[config.mk]
export PLATFORM = sky130hd
export DESIGN_NAME = branch_cond_unit_flat
export DESIGN_NICKNAME = d
export VERILOG_FILES = /design/src/rtl/branch_cond_unit_if.sv /design/src/rtl/branch_cond_unit.sv /design/src/flat_wrapper.sv
export SDC_FILE = /design/constraint.sdc
export NUM_CORES = 1
export LEC_CHECK = 0
export ABC_AREA = 0
export CORE_MARGIN = 2
export CORE_UTILIZATION = 35
export DETAILED_ROUTE_END_ITERATION = 8
export GPL_TIMING_DRIVEN = 1
export PLACE_DENSITY = 0.63
export REMOVE_ABC_BUFFERS = 1
export SLEW_MARGIN = 20
export SYNTH_ARGS = -nofsm -noshare
export SYNTH_HDL_FRONTEND = slang
export SYNTH_SLANG_ARGS = --single-unit
[constraint.sdc]
create_clock -name clk -period 2.3 [get_ports clk]
set_input_delay 0.23 -clock clk [delete_from_list [all_inputs] [get_ports clk]]
set_output_delay 0.23 -clock clk [all_outputs]
set_load 0.1 [all_outputs]
[src/rtl/branch_cond_unit_if.sv]
// ---------------------------------------------------------------------------
// branch_cond_unit_if
//   Bundles the flag, branch-issue, prediction and resolution signals of
//   branch_cond_unit.
//   master : the issuing side (ALU flags, branch issue, fetch lookup)
//   slave  : the branch condition unit itself
//   Signals:
//     flag_we, flag_in[3:0]        ALU flag load ({C,Z,V,N})
//     br_valid, br_type, br_pc     branch issue
//     pred_pc / pred_taken         fetch-side prediction lookup
//     flags_q                      current flag register
//     res_valid/taken/pred/mispred resolution, one cycle after issue
//     stat_br / stat_mis           statistics counters
// ---------------------------------------------------------------------------
interface branch_cond_unit_if #(
  parameter int PC_W  = 16,
  parameter int CNT_W = 16
);
  logic             flag_we;
  logic [3:0]       flag_in;
  logic             br_valid;
  logic [3:0]       br_type;
  logic [PC_W-1:0]  br_pc;
  logic [PC_W-1:0]  pred_pc;
  logic             pred_taken;
  logic [3:0]       flags_q;
  logic             res_valid;
  logic             res_taken;
  logic             res_pred;
  logic             res_mispred;
  logic [CNT_W-1:0] stat_br;
  logic [CNT_W-1:0] stat_mis;

  modport master (
    output flag_we, flag_in, br_valid, br_type, br_pc, pred_pc,
    input  pred_taken, flags_q, res_valid, res_taken, res_pred, res_mispred,
           stat_br, stat_mis
  );

  modport slave (
    input  flag_we, flag_in, br_valid, br_type, br_pc, pred_pc,
    output pred_taken, flags_q, res_valid, res_taken, res_pred, res_mispred,
           stat_br, stat_mis
  );
endinterface

[src/rtl/branch_cond_unit.sv]
// ---------------------------------------------------------------------------
// branch_cond_unit
//   Flag register (N,V,Z,C) with same-cycle ALU bypass, condition-code
//   resolution with one cycle of latency, and a PC-indexed bimodal predictor
//   built from 2-bit saturating counters.
//   Ports:
//     clk  - rising-edge clock
//     rst  - synchronous, active-high reset
//     bus  - branch_cond_unit_if.slave (flags, issue, lookup, resolution,
//            statistics)
//   Optional feature: define BCU_STATS_EN to build the saturating resolved-
//   branch / mispredict counters; otherwise stat_br/stat_mis read as zero.
//   Condition codes: 0 EQ, 1 CS, 2 HI, 3 LT, 4 GT, 5 AL, 6 NE, 7 CC, 8 GE,
//   9 LE, 10 LS, 11..15 NV.
// ---------------------------------------------------------------------------
module branch_cond_unit #(
  parameter int PC_W      = 16,
  parameter int BHT_IDX_W = 4,
  parameter int CNT_W     = 16
) (
  input logic          clk,
  input logic          rst,
  branch_cond_unit_if.slave bus
);

  localparam int DEPTH = 1 << BHT_IDX_W;

  logic [3:0]           flags_r;
  logic                 res_valid_r;
  logic                 res_taken_r;
  logic                 res_pred_r;
  logic                 res_mispred_r;
  logic [1:0]           bht_r [DEPTH];

  logic [3:0]           eval_flags_s;
  logic                 cond_s;
  logic                 is_cond_s;
  logic [BHT_IDX_W-1:0] issue_idx_s;
  logic [1:0]           issue_cnt_s;
  logic                 pred_s;
  logic                 unused_s;

  // Saturating 2-bit counter step: up when taken, down when not taken.
  function automatic logic [1:0] cnt_next(input logic [1:0] c, input logic t);
    logic [1:0] r;
    if (t) begin
      r = (c == 2'b11) ? 2'b11 : c + 2'b01;
    end else begin
      r = (c == 2'b00) ? 2'b00 : c - 2'b01;
    end
    return r;
  endfunction

  // Upper PC bits do not take part in the predictor index.
  assign unused_s = ^{bus.br_pc[PC_W-1:BHT_IDX_W], bus.pred_pc[PC_W-1:BHT_IDX_W]};

  // Flags used for evaluation: a flag write in the same cycle bypasses the register.
  assign eval_flags_s = bus.flag_we ? bus.flag_in : flags_r;
  assign issue_idx_s  = bus.br_pc[BHT_IDX_W-1:0];
  assign issue_cnt_s  = bht_r[issue_idx_s];

  // Condition decode; eval_flags_s = {C,Z,V,N}.
  always_comb begin
    cond_s = 1'b0;
    case (bus.br_type)
      4'd0:    cond_s = eval_flags_s[2];
      4'd1:    cond_s = eval_flags_s[3];
      4'd2:    cond_s = ~eval_flags_s[2] & ~eval_flags_s[3];
      4'd3:    cond_s = eval_flags_s[0] ^ eval_flags_s[1];
      4'd4:    cond_s = ~(eval_flags_s[0] ^ eval_flags_s[1]) & ~eval_flags_s[2];
      4'd5:    cond_s = 1'b1;
      4'd6:    cond_s = ~eval_flags_s[2];
      4'd7:    cond_s = ~eval_flags_s[3];
      4'd8:    cond_s = ~(eval_flags_s[0] ^ eval_flags_s[1]);
      4'd9:    cond_s = eval_flags_s[2] | (eval_flags_s[0] ^ eval_flags_s[1]);
      4'd10:   cond_s = eval_flags_s[2] | eval_flags_s[3];
      default: cond_s = 1'b0;
    endcase
  end

  // Only real conditional codes train the predictor; AL/NV are known in advance.
  always_comb begin
    is_cond_s = 1'b0;
    case (bus.br_type)
      4'd0, 4'd1, 4'd2, 4'd3, 4'd4,
      4'd6, 4'd7, 4'd8, 4'd9, 4'd10: is_cond_s = 1'b1;
      default:                       is_cond_s = 1'b0;
    endcase
  end

  // Prediction recorded at issue: counter MSB for conditionals, the known outcome otherwise.
  assign pred_s = is_cond_s ? issue_cnt_s[1] : cond_s;

  // Flag register, resolution pipeline stage and predictor table.
  always_ff @(posedge clk) begin
    if (rst) begin
      flags_r       <= 4'b0000;
      res_valid_r   <= 1'b0;
      res_taken_r   <= 1'b0;
      res_pred_r    <= 1'b0;
      res_mispred_r <= 1'b0;
      for (int i = 0; i < DEPTH; i++) begin
        bht_r[i] <= 2'b01;
      end
    end else begin
      if (bus.flag_we) begin
        flags_r <= bus.flag_in;
      end
      res_valid_r <= bus.br_valid;
      if (bus.br_valid) begin
        res_taken_r   <= cond_s;
        res_pred_r    <= pred_s;
        res_mispred_r <= is_cond_s & (cond_s != issue_cnt_s[1]);
        if (is_cond_s) begin
          bht_r[issue_idx_s] <= cnt_next(issue_cnt_s, cond_s);
        end
      end
    end
  end

  assign bus.flags_q     = flags_r;
  assign bus.res_valid   = res_valid_r;
  assign bus.res_taken   = res_taken_r;
  assign bus.res_pred    = res_pred_r;
  assign bus.res_mispred = res_mispred_r;
  // Lookup reads the pre-edge table, so a same-cycle update is not visible yet.
  assign bus.pred_taken  = bht_r[bus.pred_pc[BHT_IDX_W-1:0]][1];

`ifdef BCU_STATS_EN
  logic [CNT_W-1:0] stat_br_r;
  logic [CNT_W-1:0] stat_mis_r;
  logic             mis_s;

  assign mis_s = is_cond_s & (cond_s != issue_cnt_s[1]);

  // Statistics are counted at the issue edge so they line up with res_valid.
  always_ff @(posedge clk) begin
    if (rst) begin
      stat_br_r  <= {CNT_W{1'b0}};
      stat_mis_r <= {CNT_W{1'b0}};
    end else if (bus.br_valid) begin
      if (stat_br_r != {CNT_W{1'b1}}) begin
        stat_br_r <= stat_br_r + {{(CNT_W-1){1'b0}}, 1'b1};
      end
      if (mis_s && (stat_mis_r != {CNT_W{1'b1}})) begin
        stat_mis_r <= stat_mis_r + {{(CNT_W-1){1'b0}}, 1'b1};
      end
    end
  end

  assign bus.stat_br  = stat_br_r;
  assign bus.stat_mis = stat_mis_r;
`else
  assign bus.stat_br  = {CNT_W{1'b0}};
  assign bus.stat_mis = {CNT_W{1'b0}};
`endif

endmodule

[src/flat_wrapper.sv]
// flat-port wrapper written by rule: the top's interface ports become plain ports
module branch_cond_unit_flat 
#(
  parameter int PC_W      = 16,
  parameter int BHT_IDX_W = 4,
  parameter int CNT_W     = 16
)
  (clk, rst, bus_flag_we, bus_flag_in, bus_br_valid, bus_br_type, bus_br_pc, bus_pred_pc, bus_pred_taken, bus_flags_q, bus_res_valid, bus_res_taken, bus_res_pred, bus_res_mispred, bus_stat_br, bus_stat_mis);
  branch_cond_unit_if #(.PC_W(PC_W), .CNT_W(CNT_W)) bus_i ();
  input logic clk;
  input logic rst;
  input wire logic [$bits(bus_i.flag_we)-1:0] bus_flag_we;
  input wire logic [$bits(bus_i.flag_in)-1:0] bus_flag_in;
  input wire logic [$bits(bus_i.br_valid)-1:0] bus_br_valid;
  input wire logic [$bits(bus_i.br_type)-1:0] bus_br_type;
  input wire logic [$bits(bus_i.br_pc)-1:0] bus_br_pc;
  input wire logic [$bits(bus_i.pred_pc)-1:0] bus_pred_pc;
  output wire logic [$bits(bus_i.pred_taken)-1:0] bus_pred_taken;
  output wire logic [$bits(bus_i.flags_q)-1:0] bus_flags_q;
  output wire logic [$bits(bus_i.res_valid)-1:0] bus_res_valid;
  output wire logic [$bits(bus_i.res_taken)-1:0] bus_res_taken;
  output wire logic [$bits(bus_i.res_pred)-1:0] bus_res_pred;
  output wire logic [$bits(bus_i.res_mispred)-1:0] bus_res_mispred;
  output wire logic [$bits(bus_i.stat_br)-1:0] bus_stat_br;
  output wire logic [$bits(bus_i.stat_mis)-1:0] bus_stat_mis;
  assign bus_i.flag_we = bus_flag_we;
  assign bus_i.flag_in = bus_flag_in;
  assign bus_i.br_valid = bus_br_valid;
  assign bus_i.br_type = bus_br_type;
  assign bus_i.br_pc = bus_br_pc;
  assign bus_i.pred_pc = bus_pred_pc;
  assign bus_pred_taken = bus_i.pred_taken;
  assign bus_flags_q = bus_i.flags_q;
  assign bus_res_valid = bus_i.res_valid;
  assign bus_res_taken = bus_i.res_taken;
  assign bus_res_pred = bus_i.res_pred;
  assign bus_res_mispred = bus_i.res_mispred;
  assign bus_stat_br = bus_i.stat_br;
  assign bus_stat_mis = bus_i.stat_mis;
  branch_cond_unit #(.PC_W(PC_W), .BHT_IDX_W(BHT_IDX_W), .CNT_W(CNT_W)) u_core (.clk(clk), .rst(rst), .bus(bus_i));
endmodule
## After elaboration in Yosys (flattened, before gate mapping)

Memories as Yosys holds them, arrays and structs flattened.
Index checks and enable logic that the tools add are counted.

- Bits in registers: 8
- RAM bits: 32
- Memory bits (read-only): 16
- Input port bits: 44
- Output and inout bits: 41
- Word-level logic and storage cells: 51
- Memories kept: 2

Memory list:

| memory | depth | bits a word | read ports | clocked after memory_dff | wr ports | line | source |
|---|---|---|---|---|---|---|---|
| u_core.bht_r | 16 | 2 | 2 | 0 | 16 | branch_cond_unit.sv:33 | `logic [1:0] bht_r [DEPTH];` |
| (name not given) | 16 | 1 | 1 | 0 | 0 | branch_cond_unit.sv:84 | `case (bus.br_type)` |

- Add/subtract/negate cells: 2
- Equality and inequality tests: 12
- Muxes and demuxes: 18
- Bitwise gates (word level): 9
- Reduce and logical (&&, ||, !) cells: 3

Operators by type and width:

| operator | count |
|---|---|
| == test 4 x 3 -> 1 bit (second input constant) | 4 |
| two-way mux 2 bit | 7 |
| == test 4 bit (second input constant) | 3 |
| case mux 1 bit (11 select lines) | 1 |
| == test 4 x 2 -> 1 bit (second input constant) | 2 |
| two-way mux 1 bit | 8 |
| two-way mux 4 bit | 2 |
| == test 4 x 1 -> 1 bit (second input constant) | 1 |
| zero test 4 bit | 1 |
| AND 1 bit | 3 |
| inverter 1 bit | 3 |
| adder 2 x 1 -> 2 bit (second input constant) | 1 |
| == test 2 bit (second input constant) | 1 |
| zero test 2 bit | 1 |
| OR 1 bit | 2 |
| OR reduction 2 bit | 1 |
| subtractor 2 x 1 -> 2 bit (second input constant) | 1 |
| != test 1 bit | 1 |
| bitwise XOR 1 bit | 1 |

## Longest topological paths before layout

Gate-level depths: netlist of the first run.

- Depth in word-level cells: 10
- Gate-level depth with buffers: 9
- Depth with buffers taken out: 6

## Worst setup path after synthesis of the first run

No wires, ideal clock.

- Path kind: register -> register
- Start: register u_core.flags_r[0], in the netlist u_core.bus.flags_q[0]
- End: memory u_core.bht_r[0][0] (data pin)
- Setup time: 278 ps
- Arrival: 2450 ps
- Required time: 2022 ps
- Path slack: -428 ps
- Cell stages (with the launch flop): 8
- Buffers on the path: 1
- Period minus slack after synthesis: 2728 ps
- Path through: dfxtp_1 -> xor2_1 -> o32a_1 -> a31oi_1 -> nand3_1 -> o31ai_4 -> buf_6 -> nand3_1

RTL lines:

| element | line | source |
|---|---|---|
| start: declaration | branch_cond_unit.sv:28 | `logic [3:0] flags_r;` |
| start signal: assignment | branch_cond_unit.sv:107 | `flags_r <= bus.flag_in;` |
| end: declaration | branch_cond_unit.sv:33 |  |

==> summary by stage, run 1 <==
Hold path
The origin of the worst min-delay path is u_core.bus.res_taken. The worst hold path depth is 2. The worst hold path belongs to the class reg -> reg.

GRT
In the global route stage, overall resource usage came out at 0.159. The number of antenna violations at the first check in global routing is 0. Entering global routing, the biggest net connects 24 pins.

In the global route stage, met3 resource usage came out at 0.0284. The first global-routing pass estimated just over 10,000 um of wire. The number of global-route vias before repair was around 2,100. For met1 alone, demand over resource in global routing was 0.194. For met2 alone, demand over resource in global routing was 0.281.

The global routing stage identified its most utilized layer as met2. For this run the aggregate overflow at the end of global routing stands at 0.

Power
After layout, the design draws a total of between 2000 and 2500 uW. The power density of the placed cells is about 630 mW/mm^2. The static leakage is 0.00136 uW. The maximum vdd drop is around 0.30 mV.

Placement
The count of placed standard cells including taps is approximately 410. The global placement routability congestion is around 0.9. The HPWL after detailed placement is about 4800 um. The worst slack at placement is -0.425 ns. The number of buffers inserted by port buffering is 28.

Floorplan
The area of the die is between 0.008 and 0.009 mm^2. The x dimension of the die is between 90 and 100 um. For this configuration, the core starts out at a cell density of 0.363. The row count is 31. 85 I/O pins were placed. In this run the standard cell core region covers 0.00725 mm^2. The chip height is between 90 and 100 um.

Setup path
STA classifies the critical path endpoint as a flop. The endpoint arrival time on the critical path is 2.28 ns. Of all nets on the critical path, the largest fanout is 6.

The start-to-end type of the worst setup path is reg -> reg. The worst setup path endpoint is u_core.bht_r[15][1]. The endpoint identified for the worst register-to-register timing path is u_core.bht_r[15][1]. The depth of the worst register-to-register path is 7.

Data on the critical path is required at its endpoint by between 2 and 2.5 ns. The start of the worst register-to-register path is u_core.bht_r[3][1]. The setup check on the worst reg-to-reg path leaves a slack of 0.07 ns. The critical path launch point is u_core.bht_r[3][1].

The kind of launch point of the worst setup path is a flop.

Route
In this run the remaining antenna-violating nets after routing total 0. After detailed routing, the number of remaining DRC violations is 0. After detailed routing, the average wire length per cell comes to approximately 15 um. The number of DRC markers after the initial detailed-route iteration is around 130.

Dividing the detail-routed via count by the number of cells gives 4.87. The length of the first detailed-routing pass in iterations is 4. Summing over every cut layer, the via total after detailed routing is 2,052. Summed over all layers, the routed wires come to 6260 um.

Logic synthesis
During synthesis, Yosys emitted a total of 0 warnings. The number of enable flip-flop cells after synthesis is 32. Of all flip-flops after synthesis, the portion carrying an async set or reset was 0.

For this run, the register share of the synthesized area comes to 0.426. The synthesized area divided by synthesized cell count is around 11 um^2. The most used flip-flop cell after synthesis is edfxtp_1. The cell count after synthesis is ~250. The number of distinct library cells after synthesis is 43. The flip-flop and latch count after synthesis is 40. The area of the mapped netlist is 0.00263 mm^2.

Clock network
CTS saw 40 sinks. In this run the number of H-tree levels came out at 2. After clock tree synthesis, the flow added hold-fix buffers numbering 0. For the worst-skew pair, the clock arrives at the later sink with an insertion delay of around 0.29 ns.

CTS placed an instance of clkbuf_8 at the clock tree root. The CTS tree is yes. The buffers inserted during post-CTS setup optimization is 0. TritonCTS created 5 clock buffers. Clock-pin slew was measured on the worst setup and hold paths at about 0.080 ns. The number of buffers on the longest clock path is 2.

Finish
The number of diodes added for antenna fixing is 0. The count of nets after finishing is roughly 370. The share of final-layout standard cells stronger than drive strength 1 is 0.314. The library cell used most frequently in the layout, excluding fill and tap cells, is buf_4. After the flow finishes, the layout carries non-filler instances totaling 421. In the layout the commonest cells are buf_4 (57), conb_1 (32), edfxtp_1 (32).

The layout overhead on the synthesized area is 28.0%.

Timing
Setup violations remaining at the end of the flow were counted as 0. Counting I/O delays and the setup requirement, the final critical path takes 2.23 ns. The number of max-slew violations in the final report is 0. The worst slack on hold paths is 0.507 ns. The final setup slack of the worst path is roughly 0.074 ns. Between clock sinks in the finished design, the worst skew comes to ~0.007 ns. The hold violation total from the final report is 0. Setup repair after global routing could not meet its margin everywhere. Timing would allow up to 449 MHz. The final period utilization is 0.968.

Run status
The run finished with clean final reports.

Flow run
The tool flagged a number of max-cap violations equal to 0.
[power by group]
group | switching, uW | internal [uW] | leakage (uW)
Combinational | 505 | 221 | 0.000957
Clock | 255 | 316 | 0.0000532
Sequential | 14.1 | 803 | 0.000354
Total | 775 | 1340 | 0.00136
[metrics by stage]
stage / setup TNS, ns / util / cell area (um^2)
global route: -0.00198 / 0.465 / 3370
global placement: -11.94 / 0.443 / 3210
detailed placement: -12.92 / 0.443 / 3210
floorplan: -12.73 / - / 2430
CTS: 0 / 0.463 / 3360
finish: 0 / 0.465 / 3370
[timing repair]
action / 4_1_cts / 5_1_grt
endpoints found under the hold margin: 0 / 0
gates cloned: 1 / 0
pin swaps: 2 / 0
endpoints found under the setup margin: 34 / 16
gates resized for setup: 12 / 4
[registers in the layout, indices dropped and copies added (netlist names)]
signal	flops
u_core.bus.res_taken	1
u_core.bht_r	32
u_core.bus.res_pred	1
u_core.bus.res_valid	1
u_core.bus.flags_q	4
u_core.bus.res_mispred	1
[worst min-delay path by stage]
stage / endpoint / slack, ns
3_5_place_dp: u_core.bus.res_taken / 0.50
5_1_grt: u_core.bht_r[7][0] / 0.54
3_3_place_gp: u_core.bus.res_taken / 0.49
4_1_cts: u_core.bus.res_taken / 0.51
6_report: u_core.bus.res_taken / 0.51
2_1_floorplan: u_core.bus.flags_q[2] / 0.30
[worst max-delay path, stage by stage, from the launching register on]
cell      delay, ns
edfxtp_1       0.41
mux4_2         0.48
a22oi_1        0.19
and3_2         0.28
inv_1          0.10
a211oi_4       0.30
buf_6          0.18
nor2_1         0.05
[metal layers]
metal	wire [um]	share of wire
met1	2690	0.43
met5	0	0
met2	3160	0.51
met4	91	0.015
met3	316	0.050
[cell families (layout without fill, tap and decap cells)]
group | count (synthesis) | count (layout) | synth area share
DFF | 40 | 40 | 0.426
and+or+nand+nor | 109 | 109 | 0.219
xor gates and xnor gates | 3 | 3 | 0.00998
muxes | 20 | 20 | 0.142
AOI/OAI and AO/OA | 27 | 27 | 0.0765
buffers and inverters | 48 | 91 | 0.126
other | 1 | 32 | 0.00142
[cells in the mapped netlist (3+ instances only)]
cell type  number  share of area
a21o_1          4          0.011
edfxtp_1       32           0.36
mux4_2         13           0.11
buf_6           3          0.013
a21oi_1         6          0.011
nor2_1         17          0.024
dfxtp_1         8          0.061
nor3b_1         4          0.011
and3_1          7          0.017
nand4_1         4         0.0095
nor2b_1        12          0.029
clkbuf_1        6         0.0086
or2_2           7          0.017
nand2b_1        8          0.019
o21ai_0         3         0.0057
nand2_1        22          0.031
mux2i_1         5          0.019
nand3_1        19          0.036
buf_2           4         0.0076
buf_4          33          0.094
[layout make-up]
cell class                      count  area, um^2
Tap cell                           99         124
Inverter                            2        7.51
Clock inverter                      3        37.5
Sequential cell                    40        1120
Multi-Input combinational cell    191        1330
Fill cell                         680        3880
Clock buffer                        5        68.8
Timing Repair Buffer               81         686
No activity file was read; power rests on OpenSTA's default activity.
==> inputs of run 2 (changes only) <==
Settings changed: ABC_AREA 0 to 1.
==> summary by stage, run 2 <==
Route
The detail route stage leaves a number of antenna-violating nets equal to 0. Dividing the detail-routed via count by the number of cells gives 4.70. The total number of vias is 2,537.

In the routed design, unresolved DRC markers number 0. In the final routed layout, each cell accounts on average for between 10 and 15 um. Summed over all layers, the routed wires come to ~6500 um. For this block, the initial DRC count from the detailed router was about 180. The length of the first detailed-routing pass in iterations is 4.

Floorplan
The x dimension of the die is ~93 um. The initial utilization of the core area, before any placement, comes to 0.361. The row count is 32. The area of the die is just under 0.009 mm^2.

85 I/O pins were placed. From bottom edge to top edge, the die measures a little over 90 um. The region available for standard cell placement spans approximately 0.0077 mm^2.

Logic synthesis
The compound-gate portion of the synthesized area is 0.0750. The post-synthesis share of cell area spent on and, or, nand and nor gates is 0.337. The cell count after synthesis is 387. The dominant combinational cell family by area after synthesis is simple AND/OR/NAND/NOR gates.

After synthesis, the most frequently instantiated cells are nand2_1 (117), inv_1 (47), nor2_1 (46). The number of distinct library cells after synthesis is 28. The area of the mapped netlist is approximately 0.0028 mm^2. The largest area contributor in the netlist is edfxtp_1.

The XOR/XNOR share of the synthesized area is 0. Yosys attributes the largest share of cell area to edfxtp_1 (34%), nand2_1 (16%), buf_4 (9.2%), inv_1 (6.3%), nor2_1 (6.2%). In this run, synthesis inferred 32 flip-flops with an integrated enable. The Yosys step of the flow raised 0 warnings. The cell with the most instances after synthesis is nand2_1. The share of synthesized area occupied by flip-flops and latches is 0.402. After synthesis, the share of flip-flops with an asynchronous set or reset is 0.

The proportion of netlist area held by the largest area contributor is 0.345. The post-synthesis adder-cell area fraction is 0. The synthesized area divided by synthesized cell count is about 7.2 um^2. The portion of netlist area occupied by mux cells is 0.

The flip-flop and latch count after synthesis is 40. The most used flip-flop cell after synthesis is edfxtp_1.

Power
The analysis attributes to cell leakage a power of ~0.0015 uW. VDD sags by at most between 0.2 and 0.25 mV. Power spread over the standard cell area amounts to 628 mW/mm^2.

Placement
The area after detailed placement is between 0.003 and 0.004 mm^2. The HPWL after detailed placement is between 5000 and 6000 um. Buffers placed on the I/O ports in this run total 28. The global placement routability congestion is around 0.86. After detailed placement, the design holds a cell count of 532.

Timing
The number of failing setup endpoints in the final timing report is 0. Based on the critical path, the design can be clocked at up to between 400 and 500 MHz. Headroom to the max-slew limit came out at 0.597. In the finished design, the share of the clock period the worst path needs comes to 0.908. The maximum clock skew at final layout is approximately 0.0063 ns.

Setup repair after global routing left no endpoint under its margin. The slew of the pin with the lowest slew margin is about 0.60 ns. The final period demand of the worst path is around 2.1 ns.

The worst slack on hold paths is 0.478 ns. The hold violation total from the final report is 0. The number of max-slew violations in the final report is 0.

Finish
The area of all placed cells without fillers is between 0.003 and 0.004 mm^2. The number of diodes added for antenna fixing is 0. The share of final-layout standard cells stronger than drive strength 1 is 0.135. Counting flops per register, the top entry is u_core.bht_r.

The net count of the finished layout is between 400 and 500. The library cells used most frequently in the layout, excluding fill and tap cells, are nand2_1 (117), inv_1 (47), nor2_1 (46). Relative to the synthesized area, the layout overhead comes to 20.2%.

The register with the most flip-flops in the layout has 32 of them. The finished layout holds between 500 and 600 standard cells, fillers aside. The library cell used most frequently in the layout, excluding fill and tap cells, is nand2_1.

Clock network
In this run, CTS created clock tree buffers numbering 5. The H-tree was split into 2 levels. TritonCTS built the clock tree.

No sink is reached through more buffers than the 2 on the longest clock path. The count of hold-fix buffers inserted at cts is 0. The count of instances resized after the clock tree is built is 0.

The clock-pin slew reported for the worst setup and hold paths after clock tree synthesis is 0.08 ns. The buffers inserted during post-CTS setup optimization is 0. The clock reaches the later pin of the worst-skew pair after 0.29 ns.

The root buffer cell is clkbuf_8. The clock drives 40 sinks.

GRT
The number of global-route vias before repair is about 2,300. The residual overflow from global routing is 0. The maximum number of pins on one net before global-route repair is 17.

The global-route wire length before repair is 10,600 um. The number of antenna violations at the first check in global routing is 0. The total track usage is 0.153.

Hold path
The worst hold path depth is 2. The end point of the most critical hold path is u_core.bus.res_mispred. The class of the tightest hold or removal check is reg -> reg.

The origin of the worst min-delay path is u_core.bus.res_mispred.

Setup path
The slowest cell on the critical path is clkdlybuf4s50_1. The endpoint required time on the critical path is 2.07 ns. Of all nets on the critical path, the largest fanout is 10. The signal on the critical path passes through clkdlybuf4s50_1 > inv_1 > o21ai_0 > o221ai_1 > nand2_1 > o22ai_1 > buf_12.

The worst setup path is captured at a primary output. Setup slack on the worst reg-to-reg path comes out at about 0.51 ns. The destination of the worst register-to-register timing path is u_core.bht_r[15][0]. The critical path in this run is classified as in -> out. On the worst path, the slowest cell contributes a delay of 0.57 ns.

STA classifies the critical path startpoint as an input pin. The start of the worst register-to-register path is u_core.bus.flags_q[1]. Counting cells, the worst reg-to-reg path comes to 12. At the worst endpoint, the arrival time is approximately 1.9 ns.

Run status
The run finished with clean final reports.

Flow run
The max-capacitance violation count is 0.
run 2: cell count changes in the layout (fill, tap and decap cells not counted), moves of 12 or more:
cell / before / now
mux4_2: 13 / 0
inv_1: 2 / 47
a21oi_1: 6 / 18
buf_4: 57 / 28
nor2b_1: 12 / 0
nand3_1: 18 / 33
nor2_1: 17 / 46
nand2_1: 22 / 117
run 2: how the worst max path moves through the flow:
stage	depth (start not counted)	slack [ns]	from	endpoint
after floorplan	5	-0.06	bus_pred_pc[0]	bus_pred_taken
after global placement	14	-0.01	bus_br_pc[1]	u_core.bht_r[14][0]
after detailed placement	11	-0.05	bus_br_pc[0]	u_core.bht_r[4][1]
after CTS	7	0.23	bus_pred_pc[0]	bus_pred_taken
after global routing	10	0.08	bus_br_type[1]	u_core.bht_r[5][0]
final	7	0.21	bus_pred_pc[0]	bus_pred_taken
run 2: final cells by class:
type	instances	area (um^2)
Fill cell	765	4380
Clock inverter	3	42.5
Sequential cell	40	1120
Timing Repair Buffer	53	520
Tap cell	102	128
Multi-Input combinational cell	284	1270
Inverter	53	201
Clock buffer	5	68.8
run 2: power by group:
group	internal, uW	leakage, uW	switching (uW)	total, uW
Sequential	804	0.000353	15.7	820
Combinational	180	0.00112	533	713
Clock	321	0.0000541	251	572
Total	1300	0.00153	799	2100
run 2: cells by family (layout without fill, tap and decap cells):
logic type      count (synthesis)  after routing
simple gates                  216            216
other cells                     1             32
flops                          40             40
compound gates                 36             36
buf+inv                        94            114
run 2: critical path, delay by kind of cell:
kind | cells | cell delay [ns]
AOI/OAI and AO/OA | 3 | 0.51
buffers and inverters | 3 | 1.02
and+or+nand+nor | 1 | 0.07
run 2: stage by stage:
stage                     utilization  setup TNS [ns]  setup slack [ns]  total power [uW]
after floorplan                     -         -0.0626           -0.0626              1330
after global placement          0.419         -0.0632           -0.0109              1540
after detailed placement        0.419          -0.803           -0.0468              1550
after CTS                       0.433               0             0.231              2110
after global routing            0.433               0            0.0819              2190
final                           0.433               0             0.211              2100
run 2: layer usage:
| metal | up-vias | GRT usage | share of wire |
|---|---|---|---|
| li1 | 1274 | - | - |
| met1 | 1172 | 0.196 | 0.42 |
| met2 | 82 | 0.265 | 0.50 |
| met3 | 9 | 0.0210 | 0.060 |
| met4 | 0 | 0.0478 | 0.013 |
| met5 | - | 0 | 0 |
==> inputs of run 3 (changes only) <==
Settings changed: CTS_CLUSTER_DIAMETER set to 80, PLACE_DENSITY 0.63 to 0.65.
Clock period 2.3 ns to 1.9 ns, I/O delays scaled along.
==> summary by stage, run 3 (same netlist as run 2, synthesis figures left out) <==
Run status
The run finished with clean final reports.

Floorplan
The chip height is just over 90 um. The starting density of the core is 0.361. The area of the die is about 0.0087 mm^2. The initialized floorplan defines 32 standard-cell rows.

The floorplan core area is just under 0.008 mm^2. The floorplan step set the die width to between 90 and 100 um. For this design the top-level I/O count stands at 85.

Setup path
Walking the worst path, the cells encountered are inv_1 > nor2_1 > a21oi_1 > nor2_1 > o31ai_2 > o22ai_2 > buf_12. The slowest cell on the critical path is edfxtp_1. The endpoint identified for the worst register-to-register timing path is u_core.bht_r[0][0].

The start of the worst register-to-register path is u_core.bus.flags_q[3]. The worst setup path is launched from a flop. The critical path endpoint category is a primary output.

The delay of the slowest critical-path stage is between 0.3 and 0.4 ns. The largest fanout of any net on the critical path is 2. The start-to-end type of the worst setup path is reg -> out.

The library cell appearing most often on the critical path is nor2_1. The endpoint required time on the critical path is approximately 1.7 ns. The endpoint arrival time on the critical path is 1.62 ns. Counting cells, the worst reg-to-reg path comes to 10. Setup slack on the worst reg-to-reg path comes out at 0.12 ns.

Hold path
Along the worst hold path, the cell count comes to 2. The worst hold path terminates at u_core.bus.res_taken. In this run the worst hold path is classified as reg -> reg. The worst hold path begins at u_core.bus.res_taken.

Clock network
For the worst-skew pair, the clock arrives at the later sink with an insertion delay of about 0.30 ns. The clock passes through at most 2 buffers. The number of levels the H-tree was split into is 2. CTS placed an instance of clkbuf_8 at the clock tree root. TritonCTS built the clock tree. Counting the buffers created by CTS gives 5. Clock tree synthesis found a total of 40 sinks. The clock-pin slew reported for the worst setup and hold paths after clock tree synthesis is around 0.090 ns.

Flow run
The max-capacitance violation count is 0.

Finish
Relative to the synthesized area, the layout overhead comes to 33.8%. The post-route core utilization is 0.483. The total of fill cells in the finished design is approximately 730. The library cell used most frequently in the layout, excluding fill and tap cells, is nand2_1. The top register by number of flip-flops is u_core.bht_r. In the layout the commonest cells are nand2_1 (111), buf_4 (48), inv_1 (46). The number of flip-flops under the largest register name is 32.

In the final design database the tool counted 508 nets. In the final layout, the share of cells above drive strength 1 is 0.226. The number of diodes added for antenna fixing is 0.

GRT
The total track usage is 0.168. The number of global-route vias before repair was ~2,400. Summed over all layers, the global routing overflow is 0.

The first global-routing pass estimated about 11,000 um of wire. The number of antenna violations at the first check in global routing is 0. The maximum number of pins on one net before global-route repair is 17.

Placement
The wire-length estimate of the detail-placed layout is roughly 5200 um. In this run the tool buffered the top-level ports with 28 buffer cells. At the end of routability-driven placement, the weighted congestion stood at 0.843.

Route
For this block, the via count after detailed routing is between 2,000 and 3,000. In the routed design, unresolved DRC markers number 0. After detailed routing, the average wire length per cell comes to 13.5 um. The routed design has 7680 um of wire.

After the first detailed-routing iteration, the DRC count stood at between 200 and 300. The number of nets with antenna violations after routing is 0. The length of the first detailed-routing pass in iterations is 4. In the routed layout, each cell is associated on average with a via count of between 4 and 5.

Power
The maximum vdd drop is between 0.3 and 0.4 mV. The static leakage is 0.00173 uW. The overall power after layout is 2720 uW. The power density of the placed cells is about 730 mW/mm^2.

Timing
The maximum clock frequency is around 550 MHz. Setup repair after global routing left no endpoint under its margin. On the final layout, the worst hold slack is between 0.4 and 0.5 ns. The final period demand of the worst path is 1.81 ns.

The clock arrives with between 0.01 and 0.015 ns of skew. The final period utilization is 0.952. The number of failing setup endpoints in the final timing report is 0. The hold violation total from the final report came to 0.

The number of max-slew violations in the final report is 0.
run 3: cell count changes in the layout (fill, tap and decap cells not counted), sizes merged:
cell           delta
inv               +1
nor2              +2
clkdlybuf4s50     -6
nand4             +1
clkinv            -1
dlygate4sd2       +1
buf              +22
clkbuf            +2
clkdlybuf4s15     +1
dlymetal6s2s      +4
run 3: where the power goes:
| group | internal (uW) | switching (uW) |
|---|---|---|
| clock | 396 | 333 |
| sequential | 973 | 19.4 |
| combinational | 284 | 716 |
| total | 1650 | 1070 |
run 3: per-stage QoR:
| step | TNS (ns) | setup slack [ns] | cell area [um^2] | std cells |
|---|---|---|---|---|
| final | 0 | 0.0914 | 3730 | 567 |
| after detailed placement | -15.62 | -0.391 | 3350 | 547 |
| after floorplan | -11.26 | -0.417 | 2590 | 377 |
| after global routing | 0 | 0.00206 | 3730 | 567 |
| after CTS | 0 | 0.00560 | 3500 | 558 |
| after global placement | -13.51 | -0.334 | 3350 | 547 |
run 3: final cells by class:
cell class                      count  area, um^2  share of cell area
Clock buffer                        5        68.8              0.0185
Sequential cell                    40        1120               0.301
Inverter                           53         209              0.0560
Clock inverter                      3        46.3              0.0124
Tap cell                          102         128              0.0342
Multi-Input combinational cell    287        1400               0.377
Timing Repair Buffer               77         752               0.202
run 3: what timing repair did:
item | in CTS | in global routing
setup buffers | 1 | 6
hold buffers | 0 | 0
setup endpoints to repair | 33 | 42
pin swaps | 3 | 15
cloned | 2 | 3
gates resized for setup | 5 | 36
run 3: critical path, delay by kind of cell (launching register included):
family	cells	cell delay, ns
compound gates	3	0.57
buf+inv	2	0.27
flops	1	0.36
simple gates	2	0.11
run 3: worst max-delay path by stage:
| stage | cells past startpoint | startpoint | endpoint | slack, ns |
|---|---|---|---|---|
| CTS | 13 | bus_br_pc[1] | u_core.bht_r[14][0] | 0.006 |
| floorplan | 4 | u_core.bht_r[6][1] | bus_pred_taken | -0.42 |
| finish | 7 | u_core.bht_r[2][1] | bus_pred_taken | 0.09 |
| global route | 12 | bus_br_type[3] | u_core.bht_r[8][0] | 0.002 |
| detailed placement | 11 | bus_flag_we | u_core.bht_r[13][0] | -0.39 |
| global placement | 12 | bus_br_pc[0] | u_core.bht_r[9][1] | -0.33 |
run 3: routing by layer:
layer | wire [um] | part of all wire | global-route usage
met5 | 0 | 0 | 0
met2 | 3790 | 0.49 | 0.273
met3 | 589 | 0.077 | 0.0226
met1 | 3160 | 0.41 | 0.228
met4 | 144 | 0.019 | 0.0613
